[src/rtl/mips_multi_ctl_ws_if.sv]
// rtl/mips_multi_ctl_ws_if.sv - control/status bundle between the multicycle controller and its datapath
interface mips_multi_ctl_ws_if;
  logic [5:0] opcode;
  logic [5:0] funct;
  logic       zero;
  logic       mem_ready;
  logic       mem_req;
  logic       pcen;
  logic       memwrite;
  logic       irwrite;
  logic       regwrite;
  logic       alusrca;
  logic       iord;
  logic       memtoreg;
  logic       regdst;
  logic [1:0] alusrcb;
  logic [1:0] pcsrc;
  logic [2:0] alucontrol;
  logic       illegal;

  // controller side
  modport master (
    input  opcode, funct, zero, mem_ready,
    output mem_req, pcen, memwrite, irwrite, regwrite, alusrca, iord,
           memtoreg, regdst, alusrcb, pcsrc, alucontrol, illegal
  );

  // datapath / memory side
  modport slave (
    output opcode, funct, zero, mem_ready,
    input  mem_req, pcen, memwrite, irwrite, regwrite, alusrca, iord,
           memtoreg, regdst, alusrcb, pcsrc, alucontrol, illegal
  );
endinterface

[src/rtl/mips_multi_ctl_ws.sv]
// rtl/mips_multi_ctl_ws.sv - multicycle MIPS controller with memory wait states and extended opcodes
module mips_multi_ctl_ws #(
  parameter bit HANDSHAKE = 1'b0,
  parameter int MEM_WAIT  = 0,
  parameter bit EXT_OPS   = 1'b1
) (
  input  logic                       clk,
  input  logic                       reset,
  mips_multi_ctl_ws_if.master        bus
);

  localparam int CW = (MEM_WAIT > 0) ? $clog2(MEM_WAIT + 1) : 1;
  localparam logic [CW-1:0] W_LAST = CW'(MEM_WAIT);

  localparam logic [5:0] OP_RTYPE = 6'b000000;
  localparam logic [5:0] OP_LW    = 6'b100011;
  localparam logic [5:0] OP_SW    = 6'b101011;
  localparam logic [5:0] OP_BEQ   = 6'b000100;
  localparam logic [5:0] OP_BNE   = 6'b000101;
  localparam logic [5:0] OP_ADDI  = 6'b001000;
  localparam logic [5:0] OP_J     = 6'b000010;

  typedef enum logic [3:0] {
    S_FETCH, S_DECODE, S_MEMADR, S_MEMRD, S_MEMWB, S_MEMWR, S_RTYPEEX,
    S_ALUWB, S_BEQEX, S_BNEEX, S_ADDIEX, S_ADDIWB, S_JEX
  } state_t;

  state_t        r_state;
  state_t        w_next;
  logic [CW-1:0] r_cnt;
  logic          w_access;
  logic          w_done;
  logic [1:0]    w_aluop;
  logic          w_alu_act;
  logic          w_fn_ok;
  logic [2:0]    w_fn_alu;

  // access states and their completion; held low while reset is asserted
  always_comb begin
    w_access = (r_state == S_FETCH) || (r_state == S_MEMRD) || (r_state == S_MEMWR);
    w_done   = reset && w_access && (HANDSHAKE ? bus.mem_ready : (r_cnt == W_LAST));
  end

  // wait-state counter: zero on entry to an access state, counts until completion
  always_ff @(posedge clk or negedge reset) begin
    if (!reset)
      r_cnt <= '0;
    else if (!w_access || w_done)
      r_cnt <= '0;
    else
      r_cnt <= r_cnt + CW'(1);
  end

  // state register
  always_ff @(posedge clk or negedge reset) begin
    if (!reset)
      r_state <= S_FETCH;
    else
      r_state <= w_next;
  end

  // R-type funct decode
  always_comb begin
    w_fn_ok  = 1'b1;
    w_fn_alu = 3'b000;
    case (bus.funct)
      6'b100000: w_fn_alu = 3'b010;
      6'b100010: w_fn_alu = 3'b110;
      6'b100100: w_fn_alu = 3'b000;
      6'b100101: w_fn_alu = 3'b001;
      6'b101010: w_fn_alu = 3'b111;
      default:   w_fn_ok  = 1'b0;
    endcase
  end

  // next state and Moore/qualified control outputs
  always_comb begin
    w_next       = r_state;
    w_aluop      = 2'b00;
    w_alu_act    = 1'b0;
    bus.mem_req  = 1'b0;
    bus.pcen     = 1'b0;
    bus.memwrite = 1'b0;
    bus.irwrite  = 1'b0;
    bus.regwrite = 1'b0;
    bus.alusrca  = 1'b0;
    bus.iord     = 1'b0;
    bus.memtoreg = 1'b0;
    bus.regdst   = 1'b0;
    bus.alusrcb  = 2'b00;
    bus.pcsrc    = 2'b00;
    bus.illegal  = 1'b0;
    case (r_state)
      S_FETCH: begin
        bus.mem_req = 1'b1;
        bus.alusrcb = 2'b01;
        w_alu_act   = 1'b1;
        if (w_done) begin
          bus.irwrite = 1'b1;
          bus.pcen    = 1'b1;
          w_next      = S_DECODE;
        end
      end
      S_DECODE: begin
        bus.alusrcb = 2'b11;
        w_alu_act   = 1'b1;
        w_next      = S_FETCH;
        case (bus.opcode)
          OP_LW, OP_SW: w_next = S_MEMADR;
          OP_RTYPE:     w_next = S_RTYPEEX;
          OP_BEQ:       w_next = S_BEQEX;
          OP_ADDI:      if (EXT_OPS) w_next = S_ADDIEX; else bus.illegal = 1'b1;
          OP_J:         if (EXT_OPS) w_next = S_JEX;    else bus.illegal = 1'b1;
          OP_BNE:       if (EXT_OPS) w_next = S_BNEEX;  else bus.illegal = 1'b1;
          default:      bus.illegal = 1'b1;
        endcase
      end
      S_MEMADR: begin
        bus.alusrca = 1'b1;
        bus.alusrcb = 2'b10;
        w_alu_act   = 1'b1;
        w_next      = (bus.opcode == OP_SW) ? S_MEMWR : S_MEMRD;
      end
      S_MEMRD: begin
        bus.iord    = 1'b1;
        bus.mem_req = 1'b1;
        if (w_done) w_next = S_MEMWB;
      end
      S_MEMWB: begin
        bus.memtoreg = 1'b1;
        bus.regwrite = 1'b1;
        w_next       = S_FETCH;
      end
      S_MEMWR: begin
        bus.iord     = 1'b1;
        bus.mem_req  = 1'b1;
        bus.memwrite = 1'b1;
        if (w_done) w_next = S_FETCH;
      end
      S_RTYPEEX: begin
        bus.alusrca = 1'b1;
        w_aluop     = 2'b10;
        w_alu_act   = 1'b1;
        if (w_fn_ok) begin
          w_next = S_ALUWB;
        end else begin
          bus.illegal = 1'b1;
          w_next      = S_FETCH;
        end
      end
      S_ALUWB: begin
        bus.regdst   = 1'b1;
        bus.regwrite = 1'b1;
        w_next       = S_FETCH;
      end
      S_BEQEX, S_BNEEX: begin
        bus.alusrca = 1'b1;
        bus.pcsrc   = 2'b01;
        w_aluop     = 2'b01;
        w_alu_act   = 1'b1;
        bus.pcen    = (r_state == S_BEQEX) ? bus.zero : ~bus.zero;
        w_next      = S_FETCH;
      end
      S_ADDIEX: begin
        bus.alusrca = 1'b1;
        bus.alusrcb = 2'b10;
        w_alu_act   = 1'b1;
        w_next      = S_ADDIWB;
      end
      S_ADDIWB: begin
        bus.regwrite = 1'b1;
        w_next       = S_FETCH;
      end
      S_JEX: begin
        bus.pcsrc = 2'b10;
        bus.pcen  = 1'b1;
        w_next    = S_FETCH;
      end
      default: w_next = S_FETCH;
    endcase
  end

  // ALU control: driven only in states that use the ALU, zero elsewhere and in reset
  always_comb begin
    bus.alucontrol = 3'b000;
    if (w_alu_act && reset) begin
      case (w_aluop)
        2'b00:   bus.alucontrol = 3'b010;
        2'b01:   bus.alucontrol = 3'b110;
        default: bus.alucontrol = w_fn_alu;
      endcase
    end
  end

endmodule

[src/flat_wrapper.sv]
// flat-port wrapper written by rule: the top's interface ports become plain ports
module mips_multi_ctl_ws_flat 
#(
  parameter bit HANDSHAKE = 1'b0,
  parameter int MEM_WAIT  = 0,
  parameter bit EXT_OPS   = 1'b1
)
  (clk, reset, bus_opcode, bus_funct, bus_zero, bus_mem_ready, bus_mem_req, bus_pcen, bus_memwrite, bus_irwrite, bus_regwrite, bus_alusrca, bus_iord, bus_memtoreg, bus_regdst, bus_alusrcb, bus_pcsrc, bus_alucontrol, bus_illegal);
  mips_multi_ctl_ws_if bus_i ();
  input  logic clk;
  input  logic reset;
  input wire logic [$bits(bus_i.opcode)-1:0] bus_opcode;
  input wire logic [$bits(bus_i.funct)-1:0] bus_funct;
  input wire logic [$bits(bus_i.zero)-1:0] bus_zero;
  input wire logic [$bits(bus_i.mem_ready)-1:0] bus_mem_ready;
  output wire logic [$bits(bus_i.mem_req)-1:0] bus_mem_req;
  output wire logic [$bits(bus_i.pcen)-1:0] bus_pcen;
  output wire logic [$bits(bus_i.memwrite)-1:0] bus_memwrite;
  output wire logic [$bits(bus_i.irwrite)-1:0] bus_irwrite;
  output wire logic [$bits(bus_i.regwrite)-1:0] bus_regwrite;
  output wire logic [$bits(bus_i.alusrca)-1:0] bus_alusrca;
  output wire logic [$bits(bus_i.iord)-1:0] bus_iord;
  output wire logic [$bits(bus_i.memtoreg)-1:0] bus_memtoreg;
  output wire logic [$bits(bus_i.regdst)-1:0] bus_regdst;
  output wire logic [$bits(bus_i.alusrcb)-1:0] bus_alusrcb;
  output wire logic [$bits(bus_i.pcsrc)-1:0] bus_pcsrc;
  output wire logic [$bits(bus_i.alucontrol)-1:0] bus_alucontrol;
  output wire logic [$bits(bus_i.illegal)-1:0] bus_illegal;
  assign bus_i.opcode = bus_opcode;
  assign bus_i.funct = bus_funct;
  assign bus_i.zero = bus_zero;
  assign bus_i.mem_ready = bus_mem_ready;
  assign bus_mem_req = bus_i.mem_req;
  assign bus_pcen = bus_i.pcen;
  assign bus_memwrite = bus_i.memwrite;
  assign bus_irwrite = bus_i.irwrite;
  assign bus_regwrite = bus_i.regwrite;
  assign bus_alusrca = bus_i.alusrca;
  assign bus_iord = bus_i.iord;
  assign bus_memtoreg = bus_i.memtoreg;
  assign bus_regdst = bus_i.regdst;
  assign bus_alusrcb = bus_i.alusrcb;
  assign bus_pcsrc = bus_i.pcsrc;
  assign bus_alucontrol = bus_i.alucontrol;
  assign bus_illegal = bus_i.illegal;
  mips_multi_ctl_ws #(.HANDSHAKE(HANDSHAKE), .MEM_WAIT(MEM_WAIT), .EXT_OPS(EXT_OPS)) u_core (.clk(clk), .reset(reset), .bus(bus_i));
endmodule
[config.mk]
export PLATFORM = sky130hd
export DESIGN_NAME = mips_multi_ctl_ws_flat
export DESIGN_NICKNAME = d
export VERILOG_FILES = /design/src/rtl/mips_multi_ctl_ws_if.sv /design/src/rtl/mips_multi_ctl_ws.sv /design/src/flat_wrapper.sv
export SDC_FILE = /design/constraint.sdc
export NUM_CORES = 1
export LEC_CHECK = 0
export BUFFER_PORTS_ARGS = -buffer_cell sky130_fd_sc_hd__buf_2
export CORE_UTILIZATION = 46
export DETAILED_ROUTE_END_ITERATION = 16
export PLACE_DENSITY_LB_ADDON = 0.05
export REMOVE_ABC_BUFFERS = 1
export SYNTH_ARGS = -nofsm -noshare
export SYNTH_HDL_FRONTEND = slang
export SYNTH_SLANG_ARGS = --single-unit
[constraint.sdc]
create_clock -name clk -period 2.3 [get_ports clk]
set_clock_uncertainty 0.05 [all_clocks]
set_input_delay 0.69 -clock clk [delete_from_list [all_inputs] [get_ports clk]]
set_output_delay 0.69 -clock clk [all_outputs]
set_load 0.05 [all_outputs]
==> results.py, run 1 <==
metrics = {
    "status": {
        "status": "stopped before the end",
        "flow.stopped_at": "global routing",
        "error": "[ERROR DPL-0038] Utilization greater than 100%, impossible to legalize",
    },
    "yosys": {
        "synth_top_area_cell": "dfrtp_1",
        "synth_top_area_share_pct": 17.4,
        "synth.top_cells.by_count": "nor2_1, nand2b_1, a21oi_1, nand2_1, nor3_1",
        "synth_edf_count": 0,
        "ys_seq_area_share_pct": 17.4,
        "syn_inst": 101,
        "ys_ff_latch": 5,
        "synth_top_family_by_area": "simple AND/OR/NAND/NOR gates",
        "synth_cell_types": 42,
        "synth_compound_area_share_pct": 28.6,
        "synth.area.top_cells": "dfrtp_1, nand2b_1, nor2_1",
        "synthSimpleGateAreaFrac_pct": 45.1,
        "async_flop_share_pct": 100,
        "synth_warnings": 0,
        "yosysMostFrequentCell": "nor2_1",
        "syn_avg_cell_area_um2": 7.11,
        "synth_mux_area_share_pct": 2.09,
        "synthFlopType": "dfrtp_1",
        "synth_xor_area_share_pct": 2.44,
        "synth_area_um2": 718,
        "synthAdderAreaFrac_pct": 0,
    },
    "clock_network": {
        "cts_root_buf": "clkbuf_4",
        "clkSinkCount": 5,
        "hold_buffers": 0,
        "cts_buffers": 3,
        "htreeDepth": 1,
        "cts_buffer_depth": 2,
    },
    "placement": {
        "post-dp-hpwl_mm": 1.71,
        "portBuffers": 31,
        "placed_area_um2": 1040,
        "place.gp.congestion": 0.855,
    },
    "timing": {
        "worst-ep-kind": "primary output",
        "grt-worst-endpoint": "bus_illegal",
    },
    "die": {
        "die_w_um": 41.5,
        "die_y_um": 41.5,
        "initial_core_util_pct": 51.9,
        "num_rows": 13,
        "io_pins": 33,
    },
    "global_route": {
        "grt_start_max_net_pins": 16,
    },
}
[kinds of logic after synthesis]
group                  Yosys count
AO/OA/AOI/OAI                   28
XOR/XNOR                         2
buffers and inverters            7
flip-flops                       5
multiplexers                     1
AND/OR/NAND/NOR                 58
[metrics by stage]
step	std cells	setup slack (ns)
floorplan	95	-0.688
global placement	165	-0.264
detailed placement	165	-0.279
CTS	179	-0.214
[timing repair]
| item | 4_1_cts |
|---|---|
| gates resized for setup | 34 |
| buffers inserted | 10 |
| endpoints found under the setup margin | 10 |
| pin swaps | 10 |
| endpoints found under the hold margin | 0 |
==> inputs of run 2 (changes only) <==
--- a/config.mk
+++ b/config.mk
@@ -6,9 +6,10 @@
 export NUM_CORES = 1
 export LEC_CHECK = 0
 export BUFFER_PORTS_ARGS = -buffer_cell sky130_fd_sc_hd__buf_2
-export CORE_UTILIZATION = 46
+export CORE_AREA = 2 2 63 65
 export DETAILED_ROUTE_END_ITERATION = 16
-export PLACE_DENSITY_LB_ADDON = 0.05
+export DIE_AREA = 0 0 65 67
+export PLACE_DENSITY_LB_ADDON = 0.15
 export REMOVE_ABC_BUFFERS = 1
 export SYNTH_ARGS = -nofsm -noshare
 export SYNTH_HDL_FRONTEND = slang
==> run 2 against run 1 <==
The flow now finishes, with violations (setup timing). Synthesized cell count unchanged. Area after synthesis unchanged.
==> results.py, run 2 <==
metrics = {
    "power": {
        "power_density_nw_per_um2": 1160,
        "leakage_nw": 0.631,
        "ir_drop_uv": 369,
    },
    "setup_path": {
        "critPathKind": "in2out",
        "start_kind": "input pin",
        "arrival_ns": 1.80,
        "worstRegToRegCells": 5,
        "critPathCaptureType": "primary output",
        "cp.required_ns": 1.56,
        "crit_fanout": 2,
    },
    "timing": {
        "rsz0062_at_grt": "true",
        "setup_viol": 4,
        "slew_headroom_pct": 78.7,
        "timing.final.crit_share_pct": 111,
        "setup_tns_ns": -0.536,
        "worst_pin_slew_ns": 0.315,
        "final_hold_viol_count": 0,
        "finalCriticalPeriod_ns": 2.54,
        "maxSlewViolCount": 0,
        "fmax_mhz": 393,
        "fin_ws_ns": -0.243,
    },
    "final_layout": {
        "nets": 183,
        "largestRegisters": "u_core.r_state: 4 flops, u_core.r_cnt: 1 flops",
        "final_cell_mix": "buf_4, buf_2, nor2_1",
        "drive_above_1_share_pct": 56.0,
        "largest_reg_flops": 4,
        "final_common_cell": "buf_4",
        "post-route-cell-area_um2": 1400,
        "area_growth_pct": 94.4,
        "regMostFlops": "u_core.r_state",
        "diodes": 0,
    },
    "routing": {
        "route.detailed.drc": 0,
        "vias": 1030,
        "vias_per_cell": 4.81,
        "dr.pass1.iters": 4,
        "drtIter0Drc": 37,
        "ant_nets": 0,
        "wl_per_cell_um": 12.8,
        "wirelength_mm": 2.75,
    },
    "clock_network": {
        "cts_buffers": 3,
        "path_clk_slew_ns": 0.03,
        "clkSinkCount": 5,
        "htreeDepth": 1,
        "cts_root_buf": "clkbuf_8",
        "hold_buffers": 0,
        "cts_buffer_depth": 2,
        "cts_tree": "yes",
        "insertion_delay_ns": 0.22,
    },
    "placement": {
        "post-dp-hpwl_mm": 2.01,
        "placed_area_um2": 1120,
        "portBuffers": 31,
        "place.gp.congestion": 0.768,
    },
    "global_route": {
        "antenna_found_initial": 0,
        "grt_usage_pct": 12.5,
        "grt_pass1_vias": 983,
        "grt_pass1_wl_mm": 4.35,
        "overflow": 0,
        "grt_start_max_net_pins": 13,
    },
    "die": {
        "io_pins": 33,
        "die_y_um": 67,
        "coreArea_um2": 3610,
        "dieArea_um2": 4360,
        "die_w_um": 65,
        "num_rows": 22,
        "initial_core_util_pct": 19.9,
    },
    "yosys": {
        "synth.area.top_cells": "dfrtp_1, nand2b_1, nor2_1",
        "synth_cell_types": 42,
        "yosysMostFrequentCell": "nor2_1",
        "synth_warnings": 0,
        "ys_seq_area_share_pct": 17.4,
        "syn_inst": 101,
        "ys_ff_latch": 5,
        "synthFlopType": "dfrtp_1",
        "synth_edf_count": 0,
        "synth_top_area_share_pct": 17.4,
        "syn_avg_cell_area_um2": 7.11,
        "synth_top_area_cell": "dfrtp_1",
        "synth_area_um2": 718,
        "async_flop_share_pct": 100,
        "synth.top_cells.by_count": "nor2_1, nand2b_1, a21oi_1, nand2_1, nor3_1",
    },
    "run": {
        "cap_violations": 0,
    },
    "hold_path": {
        "hp-class": "in2async",
    },
    "status": {
        "violations": "setup timing",
        "status": "finished, violations left",
    },
}
[run 2: cell counts after synthesis]
Identical to the previous run, type by type.
[run 2: worst max-delay path, cell delays in order]
cell and delay, ns:
buf_6 0.10, mux2_4 0.28, or3_4 0.33, a32o_2 0.25, buf_8 0.15
[run 2: final cells by class]
| cell class | count | area [um2] |
|---|---|---|
| well taps | 48 | 60.1 |
| inverters | 1 | 3.75 |
| clock buffers | 4 | 45.0 |
| multi-input cells | 89 | 644 |
| repair buffers | 67 | 513 |
| fillers | 389 | 2210 |
| flip-flops and latches | 5 | 130 |
[run 2: path summary, 6_finish.rpt]
kind / from / endpoint / slack (ns)
hold / removal: reset / u_core.r_cnt / 0.33
setup reg to reg: u_core.r_state[0] / u_core.r_state[2] / 0.61
max in group asynchronous: reset / u_core.r_state[3] / 1.73
setup / recovery: bus_funct[2] / bus_illegal / -0.24
hold reg to reg: u_core.r_cnt / u_core.r_cnt / 0.41
min in group clk: u_core.r_cnt / u_core.r_cnt / 0.41
[run 2: repair_timing]
action / CTS / global route
endpoints found under the setup margin: 9 / 13
gates resized for setup: 24 / 21
buffers inserted: 1 / 6
pin swaps: 4 / 6
[run 2: metal layers]
| layer | part of all wire, % | track usage [%] | vias to the layer above |
|---|---|---|---|
| met3 | 4.1 | 2.03 | 0 |
| met4 | 0 | 2.39 | 0 |
| met1 | 48 | 16.2 | 491 |
| li1 | - | - | 512 |
| met5 | 0 | 0 | - |
| met2 | 48 | 21.9 | 27 |
[run 2: cell families after synthesis]
group	Yosys count	share of synthesized area, %
muxes	1	2.09
buffers and inverters	7	4.35
xor gates and xnor gates	2	2.44
AOI/OAI and AO/OA	28	28.6
and+or+nand+nor	58	45.1
DFF	5	17.4
[run 2: through the flow]
| step | std cells | power [mW] | worst slack (ns) | hold WS, ns | utilization [%] |
|---|---|---|---|---|---|
| detailed placement | 203 | 1.18 | -0.301 | 0.403 | 31.2 |
| finish | 214 | 1.62 | -0.243 | 0.335 | 38.7 |
| global route | 214 | 1.72 | -0.262 | 0.341 | 38.7 |
| floorplan | 95 | 0.845 | -0.688 | 0.344 | - |
| global placement | 203 | 1.17 | -0.299 | 0.389 | 31.2 |
| CTS | 208 | 1.43 | -0.244 | 0.331 | 34.9 |
[run 2: report_power, final]
group          switching, mW  total (mW)  internal, mW
Clock                 0.0404       0.159         0.119
Sequential            0.0473       0.170         0.122
Combinational          0.750        1.29         0.545
Total                  0.837        1.62         0.786
No activity file was read; power rests on OpenSTA's default activity.
